`src/rtl/mem_arb_pkg.sv`:
```
// Shared types and default sizes for the instruction/data memory port arbiter.
package mem_arb_pkg;

  localparam int unsigned DATA_W       = 32;
  localparam int unsigned ADDR_W       = 32;
  localparam int unsigned STARVE_LIMIT = 4;

  typedef enum logic [1:0] {
    IDLE,
    FETCH,
    DATA
  } arb_state_t;

endpackage

```
`src/rtl/mem_arb_starve_ctr.sv`:
```
// Counts consecutive data grants made while fetch is waiting; saturates at the limit.
module mem_arb_starve_ctr #(
  parameter int unsigned STARVE_LIMIT = mem_arb_pkg::STARVE_LIMIT
) (
  input  logic clk,
  input  logic reset,
  input  logic inc,
  input  logic clr,
  output logic at_limit
);

  localparam int unsigned CntW = $clog2(STARVE_LIMIT + 1);
  localparam logic [CntW-1:0] Limit = CntW'(STARVE_LIMIT);

  logic [CntW-1:0] r_cnt;

  always_ff @(posedge clk or posedge reset) begin
    if (reset) begin
      r_cnt <= '0;
    end else if (clr) begin
      r_cnt <= '0;
    end else if (inc && (r_cnt != Limit)) begin
      r_cnt <= r_cnt + 1'b1;
    end
  end

  assign at_limit = (r_cnt == Limit);

endmodule

```
`src/rtl/mem_port_arbiter.sv`:
```
// Arbitrates a single memory port between instruction fetch and data accesses,
// data first, with fetch forced through after a bounded run of data grants.
module mem_port_arbiter #(
  parameter int unsigned DATA_W       = mem_arb_pkg::DATA_W,
  parameter int unsigned ADDR_W       = mem_arb_pkg::ADDR_W,
  parameter int unsigned STARVE_LIMIT = mem_arb_pkg::STARVE_LIMIT
) (
  input  logic              clk,
  input  logic              reset,
  input  logic              if_req,
  input  logic [ADDR_W-1:0] if_addr,
  input  logic              if_cancel,
  output logic [DATA_W-1:0] if_rdata,
  output logic              if_ready,
  input  logic              dm_req,
  input  logic              dm_we,
  input  logic              dm_byte,
  input  logic [ADDR_W-1:0] dm_addr,
  input  logic [DATA_W-1:0] dm_wdata,
  output logic [DATA_W-1:0] dm_rdata,
  output logic              dm_ready,
  output logic              mem_req,
  output logic              mem_we,
  output logic              mem_byte,
  output logic [ADDR_W-1:0] mem_addr,
  output logic [DATA_W-1:0] mem_wdata,
  input  logic [DATA_W-1:0] mem_rdata,
  input  logic              mem_ack
);

  import mem_arb_pkg::*;

  arb_state_t        r_state, w_state_nxt;
  logic              r_mem_req, w_mem_req_nxt;
  logic              r_mem_we, w_mem_we_nxt;
  logic              r_mem_byte, w_mem_byte_nxt;
  logic [ADDR_W-1:0] r_mem_addr, w_mem_addr_nxt;
  logic [DATA_W-1:0] r_mem_wdata, w_mem_wdata_nxt;
  logic [DATA_W-1:0] r_if_rdata, w_if_rdata_nxt;
  logic              r_if_ready, w_if_ready_nxt;
  logic [DATA_W-1:0] r_dm_rdata, w_dm_rdata_nxt;
  logic              r_dm_ready, w_dm_ready_nxt;
  logic              r_cancel_pending, w_cancel_pending_nxt;
  logic              w_starve_inc, w_starve_clr, w_at_limit;

  mem_arb_starve_ctr #(
    .STARVE_LIMIT(STARVE_LIMIT)
  ) u_starve (
    .clk     (clk),
    .reset   (reset),
    .inc     (w_starve_inc),
    .clr     (w_starve_clr),
    .at_limit(w_at_limit)
  );

  always_ff @(posedge clk or posedge reset) begin
    if (reset) begin
      r_state          <= IDLE;
      r_mem_req        <= 1'b0;
      r_mem_we         <= 1'b0;
      r_mem_byte       <= 1'b0;
      r_mem_addr       <= '0;
      r_mem_wdata      <= '0;
      r_if_rdata       <= '0;
      r_if_ready       <= 1'b0;
      r_dm_rdata       <= '0;
      r_dm_ready       <= 1'b0;
      r_cancel_pending <= 1'b0;
    end else begin
      r_state          <= w_state_nxt;
      r_mem_req        <= w_mem_req_nxt;
      r_mem_we         <= w_mem_we_nxt;
      r_mem_byte       <= w_mem_byte_nxt;
      r_mem_addr       <= w_mem_addr_nxt;
      r_mem_wdata      <= w_mem_wdata_nxt;
      r_if_rdata       <= w_if_rdata_nxt;
      r_if_ready       <= w_if_ready_nxt;
      r_dm_rdata       <= w_dm_rdata_nxt;
      r_dm_ready       <= w_dm_ready_nxt;
      r_cancel_pending <= w_cancel_pending_nxt;
    end
  end

  always_comb begin
    w_state_nxt          = r_state;
    w_mem_req_nxt        = r_mem_req;
    w_mem_we_nxt         = r_mem_we;
    w_mem_byte_nxt       = r_mem_byte;
    w_mem_addr_nxt       = r_mem_addr;
    w_mem_wdata_nxt      = r_mem_wdata;
    w_if_rdata_nxt       = r_if_rdata;
    w_if_ready_nxt       = 1'b0;
    w_dm_rdata_nxt       = r_dm_rdata;
    w_dm_ready_nxt       = 1'b0;
    w_cancel_pending_nxt = r_cancel_pending;
    w_starve_inc         = 1'b0;
    w_starve_clr         = 1'b0;

    case (r_state)
      IDLE: begin
        w_cancel_pending_nxt = 1'b0;
        if (if_req && (!dm_req || w_at_limit)) begin
          w_state_nxt     = FETCH;
          w_mem_req_nxt   = 1'b1;
          w_mem_we_nxt    = 1'b0;
          w_mem_byte_nxt  = 1'b0;
          w_mem_addr_nxt  = if_addr;
          w_mem_wdata_nxt = '0;
          w_starve_clr    = 1'b1;
        end else if (dm_req) begin
          w_state_nxt     = DATA;
          w_mem_req_nxt   = 1'b1;
          w_mem_we_nxt    = dm_we;
          w_mem_byte_nxt  = dm_byte;
          w_mem_addr_nxt  = dm_addr;
          w_mem_wdata_nxt = dm_wdata;
          // Only a data grant that actually makes fetch wait counts toward starvation.
          w_starve_inc    = if_req;
        end
      end
      FETCH: begin
        if (mem_ack) begin
          w_state_nxt          = IDLE;
          w_mem_req_nxt        = 1'b0;
          w_cancel_pending_nxt = 1'b0;
          // A redirect seen on the ack cycle itself still discards the result.
          if (!r_cancel_pending && !if_cancel) begin
            w_if_rdata_nxt = mem_rdata;
            w_if_ready_nxt = 1'b1;
          end
        end else if (if_cancel) begin
          w_cancel_pending_nxt = 1'b1;
        end
      end
      DATA: begin
        if (mem_ack) begin
          w_state_nxt    = IDLE;
          w_mem_req_nxt  = 1'b0;
          w_dm_rdata_nxt = mem_rdata;
          w_dm_ready_nxt = 1'b1;
        end
      end
      default: begin
        w_state_nxt   = IDLE;
        w_mem_req_nxt = 1'b0;
      end
    endcase
  end

  assign mem_req   = r_mem_req;
  assign mem_we    = r_mem_we;
  assign mem_byte  = r_mem_byte;
  assign mem_addr  = r_mem_addr;
  assign mem_wdata = r_mem_wdata;
  assign if_rdata  = r_if_rdata;
  assign if_ready  = r_if_ready;
  assign dm_rdata  = r_dm_rdata;
  assign dm_ready  = r_dm_ready;

endmodule
```
`config.mk`:
```
export PLATFORM = sky130hd
export DESIGN_NAME = mem_port_arbiter
export DESIGN_NICKNAME = d
export VERILOG_FILES = /design/src/rtl/mem_arb_pkg.sv /design/src/rtl/mem_arb_starve_ctr.sv /design/src/rtl/mem_port_arbiter.sv
export SDC_FILE = /design/constraint.sdc
export NUM_CORES = 1
export LEC_CHECK = 0
export BUFFER_PORTS_ARGS = -buffer_cell sky130_fd_sc_hd__buf_2
export CAP_MARGIN = 10
export CORE_ASPECT_RATIO = 1.5
export CORE_MARGIN = 2
export CORE_UTILIZATION = 47
export DETAILED_ROUTE_END_ITERATION = 10
export PLACE_DENSITY_LB_ADDON = 0.25
export SYNTH_ARGS = -nofsm -noshare
export SYNTH_HDL_FRONTEND = slang
export SYNTH_SLANG_ARGS = --single-unit
export TNS_END_PERCENT = 10
```
`constraint.sdc`:
```
create_clock -name clk -period 4.95 [get_ports clk]
set_input_delay 0.495 -clock clk [delete_from_list [all_inputs] [get_ports clk]]
set_output_delay 0.495 -clock clk [all_outputs]
set_load 0.05 [all_outputs]
```
==> flow_summary.ini <==
[sta]
worst_pin_slew_ps = 1040
skew_ps = 16.4
setup_viol = 0
hold_viol_final = 0
max_freq_ghz = 0.376
slew_headroom_pct = 31.0
slew_violations = 0
finalCritPeriodShare_pct = 53.8
rsz0062_at_grt = no
period_needed_ps = 2660
setup_tns_ps = 0

[final_layout]
final_cell_mix = 268 x buf_2, 139 x dfrtp_1, 137 x nand2_1, 64 x mux2_2, 32 x nand4_1
mostFrequentLayoutCell = buf_2
multiInputGateArea_sq_um = 2150
layout-drive-gt1-share_pct = 49.9
area_growth_pct = 34.4
nets = 907
regArea_sq_um = 3480
antenna_cells = 0
fillers = 1015

[yosys]
syn_area_sq_um = 5840
synth-async-reset-ratio_pct = 100
ys_seq_area_share_pct = 59.5
synth.avg_cell_area_sq_um = 11.4
synth_ff_type = dfrtp_1
synth_cells = 514
synthesis.nets = 655
yosys_register_bits = 139
synth_edf_count = 0
ys_types = 28
synth_warnings = 0

[worst_setup_path]
worst-path-max-fanout = 68
crit_type = register to register
crit_chain = inv_1 > ha_1 > a21bo_1 > and2_4 > o21ai_0
r2r_slack_ps = 2290
critPathSlowestCell = a21bo_1
critPathMaxStageDelay_ps = 790
cp-start-kind = register
crit_path_end_kind = register
cp_top_family = compound AO/OA/AOI/OAI gates
path_buf_inv = 1
worstPathArrival_ps = 2900
cp.required_ps = 5190

[die]
core_area_sq_um = 12100
fp.dieW_um = 95.0
start_util_pct = 48.4
ios = 269
die_h_um = 141
die-area_sq_um = 13400
fp-row-count = 49

[global_route]
gr-usage-met1_pct = 25.5
gr-max-usage-layer = met2
antenna_found_initial = 0
grt_overflow_total = 0
grtUsageMet2_pct = 39.4
grt_start_max_net_pins = 111
met3_usage_pct = 5.92
grt_pass1_wl_mm = 23.8
grt_usage_pct = 22.6
grt_pass1_vias = 4989

[min_path]
min_path_type = input pin to asynchronous set/reset pin

[job]
maxCapViolCount = 0

[clock_network]
clockBufferDepth = 2
clk_pin_slew_ps = 60
cts-root-buf = clkbuf_16
cts_made_buffers = 17
worstSkewPairLatency_ps = 410
cts.sinks = 139
cts_tree = yes
postCtsSetupBuffers = 0
cts-htree-levels = 4
holdBufCountCts = 0
cts_resized = 0

[route]
initialDrtViolationCount = 184
via_count = 4866
drc_errors = 0
wl_per_cell_um = 15.9
vias_per_cell = 5.22
ant_nets = 0
first_pass_iters = 5
wirelength_mm = 14.8

[run_status]
status = finished, final reports clean

[placed_design]
port_buffers = 268
finalWeightedCongestion = 0.828
dp_hpwl_mm = 10.4
-- metal layers --
metal,wire [um],share of wire [%]
met2,7740,52
met4,425,2.9
met3,1110,7.5
met1,5530,37
met5,0,0
-- per-stage QoR --
| step | hold WS [ps] | area [sq um] | util [%] | setup WS, ps | std cells |
|---|---|---|---|---|---|
| CTS | 291 | 7830 | 64.8 | 2290 | 931 |
| finish | 300 | 7850 | 65.0 | 2290 | 932 |
| floorplan | 491 | 5840 | - | 730 | 514 |
| global route | 321 | 7850 | 65.0 | 2090 | 932 |
| detailed placement | 464 | 7230 | 59.9 | 2190 | 899 |
| global placement | 458 | 7230 | 59.9 | 2300 | 899 |
-- cells by family (layout without fill, tap and decap cells) --
| kind of cell | Yosys count | count (layout) | synth area share [%] |
|---|---|---|---|
| AND/OR/NAND/NOR | 178 | 178 | 13.1 |
| adder cells (fa/ha/maj) | 5 | 5 | 1.07 |
| multiplexers | 64 | 64 | 12.3 |
| buffers and inverters | 49 | 314 | 3.92 |
| AO/OA/AOI/OAI | 79 | 79 | 10.0 |
| flip-flops | 139 | 139 | 59.5 |
-- worst paths after layout --
path / depth (start not counted) / to / startpoint
worst max-delay path: 5 / mem_wdata[22] / u_starve.r_cnt[0]
worst min-delay path: 2 / if_rdata[23] / reset
worst max register to register: 5 / mem_wdata[22] / u_starve.r_cnt[0]
worst min register to register: 2 / mem_wdata[3] / mem_wdata[3]
max in group asynchronous: 3 / if_rdata[5] / reset
min in group clk: 3 / mem_wdata[30] / dm_wdata[30]
-- state kept, by name, indices dropped and copies added, names as in the netlist, 2 cells and up --
register,cells
r_state,2
mem_addr,32
dm_rdata,32
mem_wdata,32
u_starve.r_cnt,3
if_rdata,32
-- synth_stat cells, types with 2 or more instances --
cell type,number,area share (%)
buf_1,3,0.19
mux2_2,64,12
o211ai_1,17,2.2
clkbuf_1,27,1.7
a21oi_1,2,0.17
buf_2,6,0.51
nor2_1,4,0.26
ha_1,5,1.1
a22o_1,2,0.30
nand4_1,32,3.4
o21ai_0,30,2.6
nand2_1,137,8.8
buf_6,5,0.96
and3_1,2,0.21
o21ai_1,5,0.43
a21o_1,2,0.26
dfrtp_1,139,60
o211ai_2,15,3.2
inv_1,8,0.51
-- final cells by class --
type,instances,share of cell area (%)
Clock buffer,19,5.64
Sequential cell,139,44.3
Tap cell,153,2.44
Clock inverter,13,2.01
Inverter,8,0.446
Timing Repair Buffer,274,17.8
Multi-Input combinational cell,326,27.3
Power is not shown: default switching activity piles up to over one toggle a cycle in this logic, so the estimate is an artifact.
